**src/rtl/parity_check_gen.sv**
```systemverilog
// Serial Rx data accumulator with configurable parity check and error status.
// Optional PARCHK_ERR_CNT_EN adds a saturating parity-error counter.
module parity_check_gen #(
    parameter int MAX_DATA_W = 8,
    parameter int ERR_CNT_W  = 8
) (
    input  logic                  clk_pg,
    input  logic                  rst_pg,
    input  logic                  frame_start_pg,
    input  logic                  bit_vld_pg,
    input  logic                  sampled_bit_pg,
    input  logic                  par_en_pg,
    input  logic [1:0]            par_mode_pg,
    input  logic [4:0]            data_len_pg,
    input  logic                  abort_pg,
    input  logic                  clr_err_pg,
    output logic [MAX_DATA_W-1:0] p_data_pg,
    output logic                  data_vld_pg,
    output logic                  par_error_pg,
    output logic                  par_err_sticky_pg,
    output logic [ERR_CNT_W-1:0]  err_cnt_pg,
    output logic                  busy_pg
);

    typedef enum logic [1:0] {IDLE, DATA, PARITY, DONE} state_t;

    state_t                state_q, state_d;
    logic [MAX_DATA_W-1:0] data_q;
    logic                  acc_q;
    logic [4:0]            cnt_q;
    logic [4:0]            len_q;
    logic [4:0]            eff_len;
    logic                  par_en_q;
    logic [1:0]            mode_q;
    logic                  mism_q;
    logic                  exp_par;
    logic                  last_bit;
    logic                  log_err;

    assign eff_len = (data_len_pg == 5'd0 || data_len_pg > 5'(MAX_DATA_W))
                   ? 5'(MAX_DATA_W) : data_len_pg;
    assign last_bit = (cnt_q == len_q - 5'd1);

    always_comb begin
        exp_par = 1'b0;
        unique case (mode_q)
            2'b00: exp_par = acc_q;
            2'b01: exp_par = ~acc_q;
            2'b10: exp_par = 1'b1;
            2'b11: exp_par = 1'b0;
        endcase
    end

    always_ff @(posedge clk_pg or posedge rst_pg) begin
        if (rst_pg) state_q <= IDLE;
        else        state_q <= state_d;
    end

    always_comb begin
        state_d = state_q;
        if (abort_pg) begin
            state_d = IDLE;
        end else if (frame_start_pg) begin
            state_d = DATA;
        end else begin
            unique case (state_q)
                IDLE:    state_d = IDLE;
                DATA:    if (bit_vld_pg && last_bit)
                             state_d = par_en_q ? PARITY : DONE;
                PARITY:  if (bit_vld_pg) state_d = DONE;
                DONE:    state_d = IDLE;
            endcase
        end
    end

    always_comb begin
        data_vld_pg  = (state_q == DONE);
        par_error_pg = (state_q == DONE) && mism_q;
        busy_pg      = (state_q == DATA) || (state_q == PARITY);
    end

    // Config is captured at frame start so mid-frame changes cannot corrupt it.
    always_ff @(posedge clk_pg or posedge rst_pg) begin
        if (rst_pg) begin
            data_q   <= '0;
            acc_q    <= 1'b0;
            cnt_q    <= 5'd0;
            len_q    <= 5'd0;
            par_en_q <= 1'b0;
            mode_q   <= 2'b00;
            mism_q   <= 1'b0;
        end else if (abort_pg) begin
            mism_q <= 1'b0;
        end else if (frame_start_pg) begin
            data_q   <= '0;
            acc_q    <= 1'b0;
            cnt_q    <= 5'd0;
            len_q    <= eff_len;
            par_en_q <= par_en_pg;
            mode_q   <= par_mode_pg;
            mism_q   <= 1'b0;
        end else if (bit_vld_pg && state_q == DATA) begin
            data_q <= data_q
                    | ({{(MAX_DATA_W-1){1'b0}}, sampled_bit_pg} << cnt_q);
            acc_q  <= acc_q ^ sampled_bit_pg;
            cnt_q  <= cnt_q + 5'd1;
        end else if (bit_vld_pg && state_q == PARITY) begin
            mism_q <= (sampled_bit_pg != exp_par);
        end
    end

    assign p_data_pg = data_q;
    assign log_err   = (state_q == DONE) && mism_q;

    always_ff @(posedge clk_pg or posedge rst_pg) begin
        if (rst_pg)          par_err_sticky_pg <= 1'b0;
        else if (log_err)    par_err_sticky_pg <= 1'b1;
        else if (clr_err_pg) par_err_sticky_pg <= 1'b0;
    end

`ifdef PARCHK_ERR_CNT_EN
    logic [ERR_CNT_W-1:0] err_cnt_q;

    // A new error outranks a coincident clear, leaving a count of one.
    always_ff @(posedge clk_pg or posedge rst_pg) begin
        if (rst_pg) begin
            err_cnt_q <= '0;
        end else if (log_err) begin
            if (clr_err_pg)
                err_cnt_q <= ERR_CNT_W'(1);
            else if (err_cnt_q != '1)
                err_cnt_q <= err_cnt_q + ERR_CNT_W'(1);
        end else if (clr_err_pg) begin
            err_cnt_q <= '0;
        end
    end

    assign err_cnt_pg = err_cnt_q;
`else
    assign err_cnt_pg = '0;
`endif

endmodule

```
**config.mk**
```make
export PLATFORM = sky130hd
export DESIGN_NAME = parity_check_gen
export DESIGN_NICKNAME = d
export VERILOG_FILES = /design/src/rtl/parity_check_gen.sv
export SDC_FILE = /design/constraint.sdc
export NUM_CORES = 1
export LEC_CHECK = 0
export ABC_AREA = 1
export CAP_MARGIN = 40
export CORE_MARGIN = 4
export CORE_UTILIZATION = 53
export DETAILED_ROUTE_END_ITERATION = 16
export MAX_ROUTING_LAYER = met4
export PLACE_DENSITY = 0.8
export SYNTH_ARGS = -nofsm -noshare
export SYNTH_HDL_FRONTEND = slang
export SYNTH_SLANG_ARGS = --single-unit
```
**constraint.sdc**
```tcl
create_clock -name clk_pg -period 4.2 [get_ports clk_pg]
set_input_delay 1.26 -clock clk_pg [delete_from_list [all_inputs] [get_ports clk_pg]]
set_output_delay 1.26 -clock clk_pg [all_outputs]
set_load 0.05 [all_outputs]
```
Word-level counts from Yosys, hierarchy flattened
Index checks and enable logic that the tools add are counted.
Widths: inputs -> output; s select.
{"block": "word_totals", "register_bits": 26, "input_bits": 15}
{"block": "op_classes", "muxes": 20, "eq_ne": 11, "n_bitwise": 4, "n_addsub": 2, "order_cmp": 1, "shift": 1, "reduce_logical": 17}
{"op": "$mux 8", "count": 2}
{"op": "$mux 5", "count": 3}
{"op": "$mux 1", "count": 9}
{"op": "$eq 2x2->1 const B", "count": 4}
{"op": "$mux 2", "count": 4}
{"op": "$ne 4x4->1 const B", "count": 2}
{"op": "$or 8x8->8", "count": 1}
{"op": "$reduce_and 2->1", "count": 4}
{"op": "$shl 1x5->8", "count": 1}
{"op": "$pmux 2 s3", "count": 1}
{"op": "$add 5x1->5 const B", "count": 1}
{"op": "$eq 5x5->1", "count": 1}
{"op": "$gt 5x4->1 const B", "count": 1}
{"op": "$logic_not 5->1", "count": 1}
{"op": "$sub 5x1->5 const B", "count": 1}
{"op": "$eq 2x1->1 const B", "count": 2}
{"op": "$logic_and 1x1->1", "count": 4}
{"op": "$logic_not 2->1", "count": 2}
{"op": "$pmux 1 s4", "count": 1}
{"op": "$reduce_bool 2->1", "count": 2}
{"op": "$ne 3x3->1 const B", "count": 1}
{"op": "$reduce_bool 3->1", "count": 1}
{"op": "$logic_or 1x1->1", "count": 2}
{"op": "$not 1->1", "count": 2}
{"op": "3 further kinds", "count": 3}

Longest topological paths before layout
Gate-level depths: netlist of run 1.
{"block": "logic_depth", "word_depth": 7, "depth_mapped": 12, "mapped_depth_nobuf": 12}

Worst setup path before layout of run 1
Ideal clock, no wire load.
{"block": "synth_timing", "path_kind": "register -> output", "from": "register state_q[0]", "to": "output port par_error_pg", "n_path_buf": 0, "slack_ns": 1.615, "t_arrival_ns": 1.325, "path_stages_with_launch": 4, "cell_sequence": "dfrtp_1 -> ha_1 -> nand2_1 -> inv_1"}
{"block": "synth_between", "elab_chain_len": 2}
{"item": "start, declared", "line_no": "27", "rtl": "state_t state_q, state_d;"}
{"item": "start signal, assigned", "line_no": "56", "rtl": "else state_q <= state_d;"}
{"item": "$eq 2x2->1"}
{"item": "named net data_vld_pg", "line_no": "18", "rtl": "output logic data_vld_pg,"}
{"item": "$logic_and 1x1->1", "line_no": "78", "rtl": "par_error_pg = (state_q == DONE) && mism_q;"}
{"item": "end, declared", "line_no": "19", "rtl": "output logic par_error_pg,"}
The timed path passes the listed nets, and every way through them passes these cells.

Final worst setup path of run 1
{"block": "layout_timing", "from": "register state_q[0]", "to": "output port busy_pg"}
{"block": "layout_between", "elab_chain_len": 2, "word_cells_on_any_way": 3, "classes_between": "eq/ne: 2; reduce/logical: 1"}
{"item": "$eq 2x1->1 / $eq 2x2->1 (equally long branches)", "line_no": "79", "rtl": "busy_pg = (state_q == DATA) || (state_q == PARITY);"}
{"item": "$logic_or 1x1->1 *", "line_no": "79"}
{"item": "end, declared", "line_no": "22", "rtl": "output logic busy_pg"}
Mark *: on every way between the ends. The rest lies on a longest branch, timed or not.

==> impl_summary.md, run 1 <==
Pwr
The switching part of the total is 35.7%. The total leakage power is 0.000921 uW. The worst voltage drop across the vdd grid is 0.000258 V.

The share of power burned in the clock network is 20.5%. The design internal power is 392 uW. Of the total power, combinational logic draws 31.6%. The net switching power of the design is 218 uW. For this design the ratio of total power to cell area is 330 nW/um^2.

Sequential cells account for 48.0% of the total power.

Critical path
Data on the critical path arrives at its endpoint at 1970 ps. The number of buffer and inverter instances along the worst setup path is 3. The most numerous cell on the critical path is sky130_fd_sc_hd__inv_1. Broken down by cell family, the worst path's largest delay share belongs to buffers and inverters.

Traced cell by cell, the critical path runs through inv_1 -> ha_1 -> inv_1 -> clkdlybuf4s50_1. The slowest cell on the critical path is sky130_fd_sc_hd__clkdlybuf4s50_1. The maximum fanout encountered on the critical timing path is 5.

At the worst endpoint, the required time is 2940 ps. The largest stage delay on the critical path is 790 ps. The worst setup path is launched from a register.

By startpoint and endpoint, the worst setup path is classified as register to output pin. The endpoint kind of the worst setup timing path is an output pin.

Finish
The filler cells instantiated in the layout total 241. In the layout the commonest cells are 41 x sky130_fd_sc_hd__nand2_1, 26 x sky130_fd_sc_hd__dfrtp_1, 26 x sky130_fd_sc_hd__clkdlybuf4s50_1. The area of the multi-input gates is 736 sq um.

Summing all non-filler instances in the final layout gives an area of 1850 sq um. Cells fill 67.1% of the core in the end. The number of nets in the layout is 245. Leaving out fill and tap cells, the most frequent cell in the layout is sky130_fd_sc_hd__nand2_1.

The fraction of final layout cells with drive strength greater than 1 is 8.07%. The sequential cells in the finished layout cover a total of 651 sq um. The number of inserted diodes is 0.

The synthesis-to-layout area growth is 20.9%.

Yosys
The area fraction of the dominant cell type after synthesis is 42.5%. The largest area contributor in the synthesized netlist is sky130_fd_sc_hd__dfrtp_1. Sequential cells were found to cover 42.5% of the synthesized design area. In this run, synthesis produced a sequential element count of 26. By area the synthesized netlist is led by sky130_fd_sc_hd__dfrtp_1 43%, sky130_fd_sc_hd__nand2_1 10%, sky130_fd_sc_hd__inv_1 5.9%, sky130_fd_sc_hd__nor2_1 5.4%, sky130_fd_sc_hd__ha_1 4.9%. The number of warnings issued by yosys is 0. The number of distinct library cells after synthesis is 29. Counting every instance in the synthesized netlist gives 195. After synthesis the cells add up to 1530 sq um.

Dividing the synthesized area by the synthesized cell count gives 7.85 sq um.

Clock tree
Clock latency on the worst-skew pair, taken at its later pin, is 310 ps. In this run, post-CTS hold repair placed 0 buffers. The number of setup buffers added after CTS is 0. After clock tree synthesis, the clock-pin slew on the worst setup and hold paths is 140 ps.

For this design, the sink count on the clock tree is 26. The buffer depth of the longest clock path is 2. TritonCTS built the clock tree. The cell at the root of the clock tree is sky130_fd_sc_hd__clkbuf_4. The number of gates resized after CTS was 0.

CTS built an H-tree with a depth of 1. Counting the buffers created by CTS gives 3.

Routing
The number of nets with antenna violations after detailed routing is 0. The total via count after detailed routing is 1,332. The number of remaining DRC errors is 0. The via density per instance is 5.24. After the first detailed-routing iteration, the DRC count stood at 59. Wires add up to 3.32 mm.

The number of optimization iterations in the first detailed-route pass is 5. In the final routed layout, each cell accounts on average for 13.1 um.

STA
The worst clock skew is 4.62 ps. For the pin with the worst max-slew slack, the measured transition is 520 ps. Adding up every negative setup slack in the final design gives 0 ps. After layout, the minimum clock period comes to 3230 ps. The max-slew violation total from the final report is 0. The number of hold-slack violations in the final timing report was 0.

The worst slew slack as a fraction of its limit is 65.2%. The period utilization is 76.9%. Across all hold checks on the routed design, the worst slack comes to 497 ps. Setup violations remaining at the end of the flow were counted as 0. Timing would allow up to 310 MHz. Setup slack closes at 969 ps. Setup repair after global routing left no endpoint under its margin.

Global route
For met3 alone, demand over resource in global routing was 2.48%. For this run the aggregate overflow at the end of global routing stands at 0. The layer flagged by global routing as most heavily used is met2. Entering global routing, the biggest net connects 26 pins. The met2 capacity usage during global routing is 35.1%. The initial antenna violation count came to 0. The via count of the first global-routing pass is 1,325.

The first global-routing pass estimated 5.80 mm of wire. The global-route met1 utilization is 27.1%. Global routing used 21.2% of the available tracks across all layers.

Placed design
Buffers placed on the I/O ports in this run total 26. Routability-driven placement finished with a final weighted congestion of 0.921. Timing analysis after detailed placement gives a worst setup slack of 1240 ps. The half-perimeter wire length after placement is 2.69 mm.

The placed instances occupy a cell area of 1810 sq um.

Die
The area enclosed by the die boundary is 3810 sq um. The overall die width is 61.7 um. In this run the count of I/O pins placed on the die edge is 35. The standard cell core area is 2760 sq um. The die extent in y is 61.7 um. The floorplan has 19 rows.

For this configuration, the core starts out at a cell density of 55.5%.

Outcome
The flow ran to the end, and the final reports show no timing, DRC or antenna violations.

Job
The tool flagged a number of max-cap violations equal to 0.

Min path
The kind of path behind the tightest hold check is register to register.
==> tightest hold or removal path, cell delays in order, from the launching register on <==
cell and delay (ps):
sky130_fd_sc_hd__dfrtp_1 370, sky130_fd_sc_hd__nand2_1 50, sky130_fd_sc_hd__nand2_1 50
==> cell usage after synthesis, drive strengths merged <==
library cell,n
inv,27
dfrtp,26
nor3,6
o21ai,9
nand2,43
a211oi,1
nor2,26
nor4,1
nand4,1
clkbuf,1
conb,1
xnor2,2
buf,9
o21bai,1
nand3,16
o22ai,3
a21o,1
o21a,1
ha,6
a21oi,14
==> metal layers <==
layer,part of all wire (%),vias up
met4,1.4,0
met5,0,-
met1,42,636
li1,-,665
met2,53,27
met3,3.3,4
==> per-stage QoR <==
stage	power [uW]	instances
final	610	254
after global placement	477	249
after floorplan	434	202
after CTS	613	254
after global routing	643	254
after detailed placement	489	250
==> worst paths after layout <==
| kind | slack [ps] | from | cells past startpoint | to |
|---|---|---|---|---|
| max reg2reg | 2530 | len_q[0] | 12 | state_q[0] |
| max | 970 | state_q[0] | 4 | busy_pg |
| min | 500 | mode_q[1] | 2 | mode_q[1] |
| min reg2reg | 500 | mode_q[1] | 2 | mode_q[1] |
| min in group asynchronous | 1210 | rst_pg | 2 | p_data_pg[2] |
| max in group asynchronous | 2550 | rst_pg | 3 | len_q[1] |
==> area by class of cell <==
type	count	area share, %
multi-input cells	139	39.8
flip-flops and latches	26	35.2
repair buffers	27	15.6
inverters	27	5.48
well taps	31	2.10
clock buffers	4	1.96
==> power by group through the flow <==
| stage | combinational [uW] | sequential [uW] | clock [uW] |
|---|---|---|---|
| after CTS | 193 | 292 | 128 |
| final | 192 | 293 | 125 |
| after global routing | 214 | 296 | 133 |
| after floorplan | 121 | 313 | 0 |
| after global placement | 181 | 296 | 0 |
| after detailed placement | 192 | 297 | 0 |
==> sequential cells by signal, summed over array words and instances, names as in the netlist, 2 cells and up <==
| name | flops |
|---|---|
| cnt_q | 5 |
| len_q | 5 |
| mode_q | 2 |
| p_data_pg | 8 |
| state_q | 2 |
==> cells by family (layout without fill, tap and decap cells) <==
| group | count (synthesis) | after routing | synth area share, % |
|---|---|---|---|
| adders and majority gates | 6 | 6 | 4.91 |
| buffers and inverters | 37 | 58 | 11.1 |
| xor gates and xnor gates | 2 | 2 | 1.14 |
| other | 1 | 8 | 0.245 |
| and+or+nand+nor | 93 | 93 | 28.8 |
| DFF | 26 | 26 | 42.5 |
| AOI/OAI and AO/OA | 30 | 30 | 11.3 |
(Power assumes the default switching activity.)
==> inputs of run 2 (changes only) <==
--- a/config.mk
+++ b/config.mk
@@ -8,10 +8,10 @@
 export ABC_AREA = 1
 export CAP_MARGIN = 40
 export CORE_MARGIN = 4
-export CORE_UTILIZATION = 53
+export CORE_UTILIZATION = 45
 export DETAILED_ROUTE_END_ITERATION = 16
 export MAX_ROUTING_LAYER = met4
-export PLACE_DENSITY = 0.8
+export PLACE_DENSITY = 0.72
 export SYNTH_ARGS = -nofsm -noshare
 export SYNTH_HDL_FRONTEND = slang
 export SYNTH_SLANG_ARGS = --single-unit
==> constraint.sdc (replaced) <==
create_clock -name clk_pg -period 2.6 [get_ports clk_pg]
set_input_delay 0.78 -clock clk_pg [delete_from_list [all_inputs] [get_ports clk_pg]]
set_output_delay 0.78 -clock clk_pg [all_outputs]
set_load 0.05 [all_outputs]
==> run 2 against run 1 <==
  * Global-route usage down 4.9 points
  * Largest power group unchanged
  * Sequential power up 61%
  * Register-to-register slack worse by 1500 ps
  * Design area up 0.95%
  * Hold slack about the same
==> impl_summary.md, run 2 (synthesis results as in run 1) <==
Routing
The number of optimization iterations in the first detailed-route pass was 4 (-1). The total via count after detailed routing came to 1,296 (-2.7%). The number of remaining DRC errors is 0 (unchanged). The wire length reported by the detailed router is 3.12 mm (-6.0%). The initial DRC count is 57 (-3.4%).

The number of nets with antenna violations after detailed routing is 0 (unchanged). The per-cell routed wire length came to 11.6 um (-11%). The via density per instance is 4.84 (-7.8%).

Finish
The share of the core filled with cells came to 59.2% (-7.9 points). The number of inserted diodes is 0 (unchanged). The final non-filler cell area is 1870 sq um (+0.95%). The number of flip-flops under the largest register name is 8 (unchanged). The fraction of final layout cells with drive strength greater than 1 is 9.38% (+1.3 points). The number of nets in the layout is 246 (+0.41%). Leaving out fill and tap cells, the most frequent cells in the layout are 41 x sky130_fd_sc_hd__nand2_1, 26 x sky130_fd_sc_hd__dfrtp_1, 24 x sky130_fd_sc_hd__inv_1. The synthesis-to-layout area growth is 22.1%. Leaving out fill and tap cells, the most frequent cell in the layout is sky130_fd_sc_hd__nand2_1.

STA
The slack of the critical path was 298 ps (-671 ps). The worst clock skew is 9.35 ps (+4.72 ps). The transition time at the pin with the least slew margin is 504 ps (-15.9 ps). The number of hold-slack violations in the final timing report was 0 (unchanged). The max-slew violation total from the final report is 0 (unchanged). The worst slew slack as a fraction of its limit came to 66.3% (+1.1 points). The period utilization is 88.5%. The count of final setup violators came to 0 (unchanged).

Timing would allow up to 434 MHz. The clock period minus final worst setup slack is 2300 ps. The summed negative setup slack over all endpoints is 0 ps (unchanged). Setup repair after global routing left no endpoint under its margin.

Die
The overall die width is 66.3 um (+7.4%). The standard cell core area is 3150 sq um (+14%). The area enclosed by the die boundary is 4400 sq um (+15%).

The standard-cell row count is 20 (+1). The die extent in y is 66.3 um (+7.4%). The initial cell density of the core was 48.5% (-7.0 points). The number of top-level pins is 35 (unchanged).

Placed design
The count of port buffers added during placement is 26 (unchanged). The area after detailed placement was 1810 sq um (about the same). The half-perimeter wire length after placement was 2.40 mm (-11%). The pre-CTS worst setup slack was 372 ps (-872 ps). The final weighted congestion in routability-driven placement is 0.827 (-10%).

Clock tree
The number of sinks driven by the clock tree was 26 (unchanged). The clock transition at the registers of the reported paths is 150 ps (about the same). The buffer depth of the longest clock path is 2 (unchanged).

The clock latency reported for the late side of the worst-skew pair was 320 ps (about the same). The level count of the clock H-tree is 1 (unchanged). The number of buffers inserted for hold repair after clock tree synthesis is 0 (unchanged).

The cell sitting at the root of the clock tree is a sky130_fd_sc_hd__clkbuf_4. The total clock buffers created by CTS is 3 (unchanged). TritonCTS built the clock tree.

Global route
The initial antenna violation count is 0 (unchanged). The largest net degree at the start of global routing is 27 (+3.8%). The overall overflow remaining after global route was 0 (unchanged). The first-pass GRT wire length is 5.53 mm (-4.6%). The via count of the first global-routing pass is 1,268 (-4.3%). The global-route usage over all layers is 16.3% (-4.9 points).

Critical path
The critical path data arrival time is 1520 ps (-450 ps). STA classifies the critical path startpoint as a register. The signal on the critical path passes through clkdlybuf4s50_1. The maximum fanout encountered on the critical timing path is 2 (-3).

The endpoint kind of the worst setup timing path is an output pin. The largest stage delay on the critical path is 810 ps (+20 ps). The slowest stage of the critical path belongs to the cell sky130_fd_sc_hd__clkdlybuf4s50_1.

Grouping stages by cell kind, the critical path spends the most delay in buffers and inverters. The critical path class is register to output pin. The required arrival time at the worst endpoint was 1820 ps (-1120 ps). The number of buffer and inverter instances along the worst setup path is 1 (-2).

Pwr
The ratio of total power to cell area is 561 nW/um^2 (+70%). The total leakage power is 0.000947 uW (+2.8%). The worst voltage drop across the vdd grid was 0.000264 V (+2.0%).

Job
The count of max-cap constraint violations is 0 (unchanged).

Min path
The kind of path behind the tightest hold check is register to register.

Outcome
The run finished with clean final reports.
[run 2: layout make-up]
type	instances	area [sq um]
Clock buffer	3	22.5
Clock inverter	1	30.0
Fill cell	298	1280
Inverter	27	101
Multi-Input combinational cell	139	736
Sequential cell	26	651
Tap cell	44	55.1
Timing Repair Buffer	28	273
[run 2: what timing repair did]
| action | in CTS | in global routing |
|---|---|---|
| setup buffers | 0 | 0 |
| setup endpoints to repair | 0 | 1 |
| resized for setup | 0 | 1 |
[run 2: path summary, 6_finish.rpt]
check / start / to / slack (ps) / cells past startpoint
max: p_data_pg[4] / p_data_pg[4] / 300 / 1
min: mode_q[1] / mode_q[1] / 500 / 2
max reg2reg: len_q[0] / state_q[1] / 1000 / 12
min reg2reg: mode_q[1] / mode_q[1] / 500 / 2
max in group asynchronous: rst_pg / len_q[4] / 1550 / 3
min in group asynchronous: rst_pg / mode_q[1] / 790 / 3
[run 2: metrics by stage]
| stage | power, uW | instances | hold slack (ps) |
|---|---|---|---|
| after floorplan | 701 | 202 | 443 |
| after global placement | 776 | 264 | 465 |
| after detailed placement | 781 | 264 | 469 |
| after CTS | 1060 | 268 | 503 |
| after global routing | 1120 | 268 | 551 |
| final | 1050 | 268 | 497 |
[run 2: layer usage]
layer	share of wire [%]	GRT usage (%)	vias up
met2	48	26.8	34
met5	0	-	-
met4	0.71	3.81	0
met1	46	21.6	596
li1	-	-	664
met3	4.7	1.70	2
[run 2: where the power goes]
group	switching (uW)	internal [uW]
Clock	121	156
Combinational	195	105
Sequential	32.7	439
Total	348	699
